## config.mk

```make
export PLATFORM = sky130hd
export DESIGN_NAME = noc_axi_id_remap
export DESIGN_NICKNAME = d
export VERILOG_FILES = /design/src/rtl/noc_axi_id_remap.sv
export SDC_FILE = /design/constraint.sdc
export NUM_CORES = 1
export LEC_CHECK = 0
export CORE_MARGIN = 1.5
export CORE_UTILIZATION = 40
export DETAILED_ROUTE_END_ITERATION = 10
export GPL_ROUTABILITY_DRIVEN = 0
export PLACE_DENSITY = 0.67
export SLEW_MARGIN = 20
export SYNTH_ARGS = -nofsm -noshare
export SYNTH_HDL_FRONTEND = slang
export SYNTH_HIERARCHICAL = 1
export SYNTH_SLANG_ARGS = --single-unit
```

## constraint.sdc

```tcl
create_clock -name clk_i -period 9.9 [get_ports clk_i]
set_clock_uncertainty 0.2 [all_clocks]
set_input_delay 1.485 -clock clk_i [delete_from_list [all_inputs] [get_ports clk_i]]
set_output_delay 1.485 -clock clk_i [all_outputs]
set_load 0.005 [all_outputs]
```

## src/rtl/noc_axi_id_remap.sv

```systemverilog
// AXI ID compressor between a wide-ID upstream master and the mesh NoC data port.
// Independent read/write remap tables map in-flight wide IDs onto NoC table indices.
package noc_axi_id_remap_pkg;

  localparam int unsigned AXI_NOC_ID_W = 4;
  localparam int unsigned AXI_SLV_ID_W = 6;
  localparam int unsigned AXI_ADDR_W   = 32;
  localparam int unsigned AXI_DATA_W   = 32;
  localparam int unsigned AXI_STRB_W   = AXI_DATA_W / 8;

  typedef logic [AXI_ADDR_W-1:0] axi_addr_t;
  typedef logic [AXI_DATA_W-1:0] axi_data_t;
  typedef logic [AXI_STRB_W-1:0] axi_strb_t;

  typedef struct packed {
    axi_data_t data;
    axi_strb_t strb;
    logic      last;
  } axi_w_t;

  typedef struct packed {
    logic [AXI_SLV_ID_W-1:0] id;
    axi_addr_t               addr;
    logic [7:0]              len;
    logic [2:0]              size;
    logic [1:0]              burst;
  } slv_ar_t;

  typedef struct packed {
    logic [AXI_SLV_ID_W-1:0] id;
    axi_addr_t               addr;
    logic [7:0]              len;
    logic [2:0]              size;
    logic [1:0]              burst;
    logic [5:0]              atop;
  } slv_aw_t;

  typedef struct packed {
    logic [AXI_SLV_ID_W-1:0] id;
    axi_data_t               data;
    logic [1:0]              resp;
    logic                    last;
  } slv_r_t;

  typedef struct packed {
    logic [AXI_SLV_ID_W-1:0] id;
    logic [1:0]              resp;
  } slv_b_t;

  typedef struct packed {
    logic [AXI_NOC_ID_W-1:0] id;
    axi_addr_t               addr;
    logic [7:0]              len;
    logic [2:0]              size;
    logic [1:0]              burst;
  } noc_ar_t;

  typedef struct packed {
    logic [AXI_NOC_ID_W-1:0] id;
    axi_addr_t               addr;
    logic [7:0]              len;
    logic [2:0]              size;
    logic [1:0]              burst;
    logic [5:0]              atop;
  } noc_aw_t;

  typedef struct packed {
    logic [AXI_NOC_ID_W-1:0] id;
    axi_data_t               data;
    logic [1:0]              resp;
    logic                    last;
  } noc_r_t;

  typedef struct packed {
    logic [AXI_NOC_ID_W-1:0] id;
    logic [1:0]              resp;
  } noc_b_t;

  typedef struct packed {
    slv_aw_t aw;
    logic    aw_valid;
    axi_w_t  w;
    logic    w_valid;
    logic    b_ready;
    slv_ar_t ar;
    logic    ar_valid;
    logic    r_ready;
  } slv_axi_req_t;

  typedef struct packed {
    logic   aw_ready;
    logic   ar_ready;
    logic   w_ready;
    logic   b_valid;
    slv_b_t b;
    logic   r_valid;
    slv_r_t r;
  } slv_axi_rsp_t;

  typedef struct packed {
    noc_aw_t aw;
    logic    aw_valid;
    axi_w_t  w;
    logic    w_valid;
    logic    b_ready;
    noc_ar_t ar;
    logic    ar_valid;
    logic    r_ready;
  } noc_axi_data_req_t;

  typedef struct packed {
    logic   aw_ready;
    logic   ar_ready;
    logic   w_ready;
    logic   b_valid;
    noc_b_t b;
    logic   r_valid;
    noc_r_t r;
  } noc_axi_data_rsp_t;

endpackage

// One direction's remap table: lookup/allocate on the address channel, restore on responses.
module noc_axi_id_remap_table #(
  parameter int unsigned SlvIdW       = 6,
  parameter int unsigned MstIdW       = 4,
  parameter int unsigned MaxUniqIds   = 16,
  parameter int unsigned MaxTxnsPerId = 8
) (
  input  logic              clk_i,
  input  logic              rst_ni,
  input  logic              req_valid,
  input  logic              req_ready,
  input  logic [SlvIdW-1:0] req_id,
  output logic              issue_c,
  output logic [MstIdW-1:0] idx_c,
  input  logic              rsp_valid,
  input  logic              rsp_ready,
  input  logic              rsp_last,
  input  logic [MstIdW-1:0] rsp_idx,
  output logic [SlvIdW-1:0] rsp_slv_id_c,
  output logic              busy_o
);

  localparam int unsigned CntW = $clog2(MaxTxnsPerId + 1);

  logic [MaxUniqIds-1:0] valid_q, valid_d;
  logic [SlvIdW-1:0]     slv_id_q [MaxUniqIds];
  logic [SlvIdW-1:0]     slv_id_d [MaxUniqIds];
  logic [CntW-1:0]       cnt_q    [MaxUniqIds];
  logic [CntW-1:0]       cnt_d    [MaxUniqIds];
  logic                  busy_q;

  logic                  hit, free;
  logic [MstIdW-1:0]     hit_idx, free_idx;
  logic [CntW-1:0]       hit_cnt;
  logic                  rsp_hit, cnt_bad;
  logic                  inc, dec;
  logic [MaxUniqIds-1:0] inc_vec, dec_vec;

  // Lookup against registered state only: an entry freed this cycle is not reusable until next.
  always_comb begin
    hit          = 1'b0;
    hit_idx      = '0;
    hit_cnt      = '0;
    free         = 1'b0;
    free_idx     = '0;
    rsp_hit      = 1'b0;
    rsp_slv_id_c = '0;
    for (int unsigned i = 0; i < MaxUniqIds; i++) begin
      if (valid_q[i] && (slv_id_q[i] == req_id) && !hit) begin
        hit     = 1'b1;
        hit_idx = MstIdW'(i);
        hit_cnt = cnt_q[i];
      end
      if (!valid_q[i] && !free) begin
        free     = 1'b1;
        free_idx = MstIdW'(i);
      end
      if (MstIdW'(i) == rsp_idx) begin
        rsp_hit      = valid_q[i];
        rsp_slv_id_c = slv_id_q[i];
      end
    end
    issue_c = hit ? (hit_cnt < CntW'(MaxTxnsPerId)) : free;
    idx_c   = hit ? hit_idx : free_idx;
  end

  // Entry update; a simultaneous increment and decrement on one entry cancel out.
  always_comb begin
    inc      = req_valid && req_ready && issue_c;
    dec      = rsp_valid && rsp_ready && rsp_last;
    valid_d  = valid_q;
    slv_id_d = slv_id_q;
    cnt_d    = cnt_q;
    inc_vec  = '0;
    dec_vec  = '0;
    cnt_bad  = 1'b0;
    for (int unsigned i = 0; i < MaxUniqIds; i++) begin
      inc_vec[i] = inc && (idx_c == MstIdW'(i));
      dec_vec[i] = dec && (rsp_idx == MstIdW'(i));
      if (cnt_q[i] > CntW'(MaxTxnsPerId)) cnt_bad = 1'b1;
      if (inc_vec[i] && !dec_vec[i]) begin
        if (!valid_q[i]) begin
          valid_d[i]  = 1'b1;
          slv_id_d[i] = req_id;
          cnt_d[i]    = CntW'(1);
        end else begin
          cnt_d[i] = cnt_q[i] + CntW'(1);
        end
      end else if (dec_vec[i] && !inc_vec[i]) begin
        if (cnt_q[i] == '0) cnt_bad = 1'b1;
        cnt_d[i] = cnt_q[i] - CntW'(1);
        if (cnt_q[i] == CntW'(1)) valid_d[i] = 1'b0;
      end
    end
  end

  always_ff @(posedge clk_i) begin
    if (!rst_ni) begin
      valid_q <= '0;
      busy_q  <= 1'b0;
      for (int unsigned i = 0; i < MaxUniqIds; i++) begin
        slv_id_q[i] <= '0;
        cnt_q[i]    <= '0;
      end
    end else begin
      valid_q  <= valid_d;
      slv_id_q <= slv_id_d;
      cnt_q    <= cnt_d;
      busy_q   <= |valid_d;
    end
  end

  assign busy_o = busy_q;

  a_rsp_valid_entry : assert property (@(posedge clk_i) disable iff (!rst_ni)
    rsp_valid |-> rsp_hit);
  a_cnt_range : assert property (@(posedge clk_i) disable iff (!rst_ni) !cnt_bad);
  a_params : assert property (@(posedge clk_i)
    (MstIdW < SlvIdW) && (MaxUniqIds <= (2 ** MstIdW)) && (MaxTxnsPerId > 0));

endmodule

// Top: read table on AR/R, write table on AW/B, W passes straight through.
module noc_axi_id_remap
  import noc_axi_id_remap_pkg::*;
#(
  parameter int unsigned SlvIdW       = AXI_SLV_ID_W,
  parameter int unsigned MstIdW       = AXI_NOC_ID_W,
  parameter int unsigned MaxUniqIds   = 16,
  parameter int unsigned MaxTxnsPerId = 8,
  parameter type slv_req_t = slv_axi_req_t,
  parameter type slv_rsp_t = slv_axi_rsp_t,
  parameter type mst_req_t = noc_axi_data_req_t,
  parameter type mst_rsp_t = noc_axi_data_rsp_t
) (
  input  logic     clk_i,
  input  logic     rst_ni,
  input  slv_req_t slv_req_i,
  output slv_rsp_t slv_rsp_o,
  output mst_req_t mst_req_o,
  input  mst_rsp_t mst_rsp_i,
  output logic     rd_busy_o,
  output logic     wr_busy_o
);

  logic              rd_issue_c, wr_issue_c;
  logic [MstIdW-1:0] rd_idx_c, wr_idx_c;
  logic [SlvIdW-1:0] rd_rsp_id_c, wr_rsp_id_c;

  noc_axi_id_remap_table #(
    .SlvIdW(SlvIdW), .MstIdW(MstIdW), .MaxUniqIds(MaxUniqIds), .MaxTxnsPerId(MaxTxnsPerId)
  ) u_rd_table (
    .clk_i        (clk_i),
    .rst_ni       (rst_ni),
    .req_valid    (slv_req_i.ar_valid),
    .req_ready    (mst_rsp_i.ar_ready),
    .req_id       (slv_req_i.ar.id),
    .issue_c      (rd_issue_c),
    .idx_c        (rd_idx_c),
    .rsp_valid    (mst_rsp_i.r_valid),
    .rsp_ready    (slv_req_i.r_ready),
    .rsp_last     (mst_rsp_i.r.last),
    .rsp_idx      (mst_rsp_i.r.id),
    .rsp_slv_id_c (rd_rsp_id_c),
    .busy_o       (rd_busy_o)
  );

  noc_axi_id_remap_table #(
    .SlvIdW(SlvIdW), .MstIdW(MstIdW), .MaxUniqIds(MaxUniqIds), .MaxTxnsPerId(MaxTxnsPerId)
  ) u_wr_table (
    .clk_i        (clk_i),
    .rst_ni       (rst_ni),
    .req_valid    (slv_req_i.aw_valid),
    .req_ready    (mst_rsp_i.aw_ready),
    .req_id       (slv_req_i.aw.id),
    .issue_c      (wr_issue_c),
    .idx_c        (wr_idx_c),
    .rsp_valid    (mst_rsp_i.b_valid),
    .rsp_ready    (slv_req_i.b_ready),
    .rsp_last     (1'b1),
    .rsp_idx      (mst_rsp_i.b.id),
    .rsp_slv_id_c (wr_rsp_id_c),
    .busy_o       (wr_busy_o)
  );

  // Request side: swap IDs, gate valid on a usable mapping.
  always_comb begin
    mst_req_o          = '0;
    mst_req_o.aw.id    = wr_idx_c;
    mst_req_o.aw.addr  = slv_req_i.aw.addr;
    mst_req_o.aw.len   = slv_req_i.aw.len;
    mst_req_o.aw.size  = slv_req_i.aw.size;
    mst_req_o.aw.burst = slv_req_i.aw.burst;
    mst_req_o.aw.atop  = slv_req_i.aw.atop;
    mst_req_o.aw_valid = slv_req_i.aw_valid && wr_issue_c;
    mst_req_o.w        = slv_req_i.w;
    mst_req_o.w_valid  = slv_req_i.w_valid;
    mst_req_o.b_ready  = slv_req_i.b_ready;
    mst_req_o.ar.id    = rd_idx_c;
    mst_req_o.ar.addr  = slv_req_i.ar.addr;
    mst_req_o.ar.len   = slv_req_i.ar.len;
    mst_req_o.ar.size  = slv_req_i.ar.size;
    mst_req_o.ar.burst = slv_req_i.ar.burst;
    mst_req_o.ar_valid = slv_req_i.ar_valid && rd_issue_c;
    mst_req_o.r_ready  = slv_req_i.r_ready;
  end

  // Response side: restore wide IDs from the tables.
  always_comb begin
    slv_rsp_o          = '0;
    slv_rsp_o.aw_ready = mst_rsp_i.aw_ready && wr_issue_c;
    slv_rsp_o.ar_ready = mst_rsp_i.ar_ready && rd_issue_c;
    slv_rsp_o.w_ready  = mst_rsp_i.w_ready;
    slv_rsp_o.b_valid  = mst_rsp_i.b_valid;
    slv_rsp_o.b.id     = wr_rsp_id_c;
    slv_rsp_o.b.resp   = mst_rsp_i.b.resp;
    slv_rsp_o.r_valid  = mst_rsp_i.r_valid;
    slv_rsp_o.r.id     = rd_rsp_id_c;
    slv_rsp_o.r.data   = mst_rsp_i.r.data;
    slv_rsp_o.r.resp   = mst_rsp_i.r.resp;
    slv_rsp_o.r.last   = mst_rsp_i.r.last;
  end

  a_no_atop : assert property (@(posedge clk_i) disable iff (!rst_ni)
    slv_req_i.aw_valid |-> (slv_req_i.aw.atop == '0));

endmodule

```

* After elaboration in Yosys (flattened, before gate mapping)
Cells that the tools add are included.
** Cells by class
- $add $sub $neg :: 64
- Magnitude comparators :: 2
- Equal/unequal tests :: 154
- Multiplexer cells :: 384
- Bitwise logic cells :: 32
- Reductions and logical operators :: 453
** Operators by type and width (count)
- 4-bit two-way mux :: 162
- 1-bit logical AND :: 231
- 6-bit == test :: 32
- 6-bit two-way mux :: 32
- 1-bit two-way mux :: 166
- 1-bit zero test :: 152
- 4-bit by 1-bit == test with 1-bit output, second input constant :: 36
- 4-bit by 1-bit adder with 4-bit output, second input constant :: 32
- 4-bit == test, second input constant :: 32
- 4-bit by 1-bit subtractor with 4-bit output, second input constant :: 32
- 4-bit by 3-bit == test with 1-bit output, second input constant :: 16
- 4-bit == test, first input constant :: 16
- 2-bit AND reduction :: 32
- 2-bit nonzero test :: 32
- 3-bit two-way mux :: 16
- 3-bit by 4-bit == test with 1-bit output, first input constant :: 8
- 4-bit by 2-bit == test with 1-bit output, second input constant :: 8
- 1-bit NOT :: 32
- 16-bit OR reduction :: 2
- 2-bit by 4-bit == test with 1-bit output, first input constant :: 4
- 4-bit zero test :: 4
- 2-bit two-way mux :: 8
- 1-bit by 4-bit == test with 1-bit output, first input constant :: 2
- 4-bit less-than comparator, second input constant :: 2
** Storage, ports and cells
- Register bits after elaboration :: 354
- Output and inout port bits :: 202

* Logic depth before layout (Yosys ltp)
- Depth after elaboration :: 57
- Depth in mapped cells :: 21

* By module
The synthesis kept the hierarchy.
** By module, submodules not included
- noc_axi_id_remap_table (u_rd_table) :: times used 1, cells each 1512, area an instance 12640.9 um2, sequential area each 3543.4 um2
- noc_axi_id_remap_table (u_wr_table) :: times used 1, cells each 1521, area an instance 12338.1 um2, sequential area each 3543.4 um2
- noc_axi_id_remap :: times used 1, cells each 181, area an instance 1350.0 um2, sequential area each 0.0 um2

* Worst setup path after synthesis
No wires, ideal clock.
- Path type :: input -> output
- Start point :: input port slv_req_i[149] (netlist bit)
- End point :: output port mst_req_o[142] (netlist bit)
- Arrival :: 3.854 ns
- Data required time :: 8.215 ns
- Slack :: 4.361 ns
- Stages on the path :: 11
- Path through :: buf_4 > buf_6 > xnor2_1 > nand4_2 > nor2_2 > or4b_4 > or4_1 > o21ai_0 > o32ai_4 > inv_2 > buf_2
** RTL lines
- start, declared :: line 260 : input slv_req_t slv_req_i,
- end, declared :: line 262 : output mst_req_t mst_req_o,

==> metrics.txt <==
run status finished, final reports clean; worst min-delay path class register to register; Lkg Pwr 10.8 nW; Compound-Gate Fraction of Synth Area 14.4%; Die X-Extent 260 um; Yosys cell types 93; largest net degree at the start of global routing 156; top post-synthesis cells by area dfxtp_1 27%, mux2i_1 8.3%, ha_1 7.6%; final setup TNS 0 ns; CTS tree yes; Critical Path Slowest Stage Cell clkdlybuf4s50_1; remaining global-route overflow 0; cell taking the most area after synthesis dfxtp_1; Pins Over Slew Limit 0; number of cells after detailed placement 3756; register area share after synthesis 26.9%; pre-CTS setup slack 2.02 ns; adder-cell share of the synthesized area 7.60%; via count 21.5k; die footprint 67400 sq um; worst stage delay on the critical path 1.11 ns; Setup Fix Bufs, Post-CTS 0; nets@finish 3309; WL met2 30.4 mm; Max Cap Violations 0; Die Y 260 um; routed wire length on met3 5.48 mm; WP buf/inv 3; top-area cell type share of the netlist area 26.9%; final WL 70.3 mm; Slew HR 23.8%; Post-route DRC 0; initial drt markers 1965; initial antenna violation count 0; Ys Warns 6; Yosys reg bits 354; CTS H-Tree Depth 2; Post-synth EDFFs 0; max layer used met5; clk sink count 354; layout filler cell count 6405; I/O pins 404; Synth Area in Simple Gates 22.9%; mux share of post-synthesis cell area 10.3%; Core Rows 93; Vias per Instance 5.60; Max Root-Sink Buffers 3; Final setup viols 0; first-pass GRT wire length 111 mm; DRT Pass-1 Iters 5; fraction of layout cells with a size suffix above 1 5.47%; Top delay family on crit path buffers and inverters; CP Max Fanout 17; pwr dens 126 nW/um^2; period utilization 81.7%; Worst-path clk slew 0.05 ns; largest family of logic cells by synthesized area simple AND/OR/NAND/NOR gates; commonest cells in the synthesized netlist 354 x dfxtp_1, 306 x nor2b_1, 235 x nand2_1, 218 x mux2i_1, 186 x buf_4; number of port buffers 61; Initial Util 40.6%; TritonCTS Buffers 44; predominant post-synthesis flop cell dfxtp_1; mapped cell area 26300 sq um; Placeable Area 64800 sq um; post_cts resized 0; Async SR Flop Fraction 0%; final setup margin 1.81 ns; fmax 124 MHz; clock root buffer clkbuf_16; worst vdd ir 0.000124 V; GRT Total Usage 20.3%; drt wl/cell 18.3 um; min cycle time layout 8.09 ns; top-count cell post-synth dfxtp_1; Area growth, synth to finish 3.61%; Crit path arrival time 6.41 ns; Pwr Total 3.45 mW; CP dominant cell by count clkdlybuf4s50_1; final hold vios 0; post-DP HPWL 49.9 mm; RSZ-0062 raised after global routing false; vias in the first global route 19.8k; clock latency on the worst-skew pair 0.59 ns; worst setup path class primary input to primary output; Synth Area in XOR/XNOR 6.39%; hold buffers post-CTS 0; Mapped Cells 3214; crit path capture type primary output; worst-margin pin slew 1.14 ns; M1 WL 31.7 mm; syn_area_per_cell 8.19 sq um; n_diodes 0; CP required 8.22 ns; Final ANT Viol Nets 0; startpoint type of the worst setup path primary input; CP cell instances clkdlybuf4s50_1 -> buf_4 -> xnor2_1 -> nand4_1 -> nor4_1 -> mux2i_1 -> nor3b_1 -> a32oi_1 -> a31oi_1 -> nor2_1 -> and2_1 -> clkdlybuf4s50_1; Finished Layout Cells 3834
[per-stage QoR]
stage	util (%)	hold WS, ns	instance area [sq um]
floorplan	-	0.268	26300
global placement	39.8	0.290	25800
detailed placement	39.8	0.292	25800
CTS	42.1	0.301	27300
global route	42.1	0.324	27300
finish	42.1	0.300	27300
[cells by family after synthesis]
family          after synthesis
compound gates              593
flops                       354
simple gates               1112
mux                         246
buf+inv                     556
fa+ha+maj                   160
other cells                   1
xor+xnor                    192
[power breakdown]
part / total (mW) / internal (mW) / switching, mW / leakage (nW)
combinational: 0.293 / 0.121 / 0.171 / 7.25
sequential: 1.46 / 1.44 / 0.0195 / 2.85
clock: 1.69 / 1.03 / 0.664 / 0.734
total: 3.45 / 2.59 / 0.855 / 10.8
[per-layer routing]
layer  vias up  track usage (%)
li1      10500                -
met1     10100             26.9
met2       726             31.3
met3       181             5.01
met4         4             8.01
met5         -             1.28
[cells in the final DEF, fill, tap and decap left out, drive strengths merged, types with 84 or more instances in the layout]
cell type,count
mux2i,218
o21ai,161
nand2,236
nor3,87
nor2b,306
xnor2,108
ha,160
a21oi,137
xor2,84
nand3,121
inv,159
a31oi,90
dfxtp,354
nor2,122
[final timing paths]
kind	from	to	slack (ns)	depth (start not counted)
worst max-delay path	slv_req_i[146]	mst_req_o[90]	1.81	12
worst min register to register	u_rd_table/cnt_q[27]$_SDFFE_PN0P_	u_rd_table/cnt_q[27]$_SDFFE_PN0P_	0.30	2
worst max register to register	u_wr_table/valid_q[6]$_SDFF_PN0_	u_wr_table/slv_id_q[67]$_SDFFE_PN0P_	4.78	12
worst min-delay path	u_rd_table/cnt_q[27]$_SDFFE_PN0P_	u_rd_table/cnt_q[27]$_SDFFE_PN0P_	0.30	2
[layout make-up]
cell class | instances | area (sq um) | area share, %
multi-input combinational | 2305 | 16200 | 59.5
inverter | 156 | 586 | 2.15
tap | 855 | 1070 | 3.92
clock buffer | 66 | 1280 | 4.71
sequential | 354 | 7090 | 26.0
clock inverter | 12 | 221 | 0.812
timing repair buffer | 86 | 792 | 2.90
[worst register-to-register path, delay by kind of cell (launching register included)]
family | cells | cell delay (ns)
buf+inv | 1 | 0.31
flops | 1 | 0.62
simple gates | 7 | 2.55
mux | 1 | 0.26
compound gates | 2 | 0.59
fa+ha+maj | 1 | 0.47
[state kept, by name, summed over array words and instances (netlist names)]
name                 cells
u_rd_table/busy_o        1
u_rd_table/cnt_q        64
u_rd_table/slv_id_q     96
u_rd_table/valid_q      16
u_wr_table/busy_o        1
u_wr_table/cnt_q        64
u_wr_table/slv_id_q     96
u_wr_table/valid_q      16
Power figures use the tool's default switching activity.
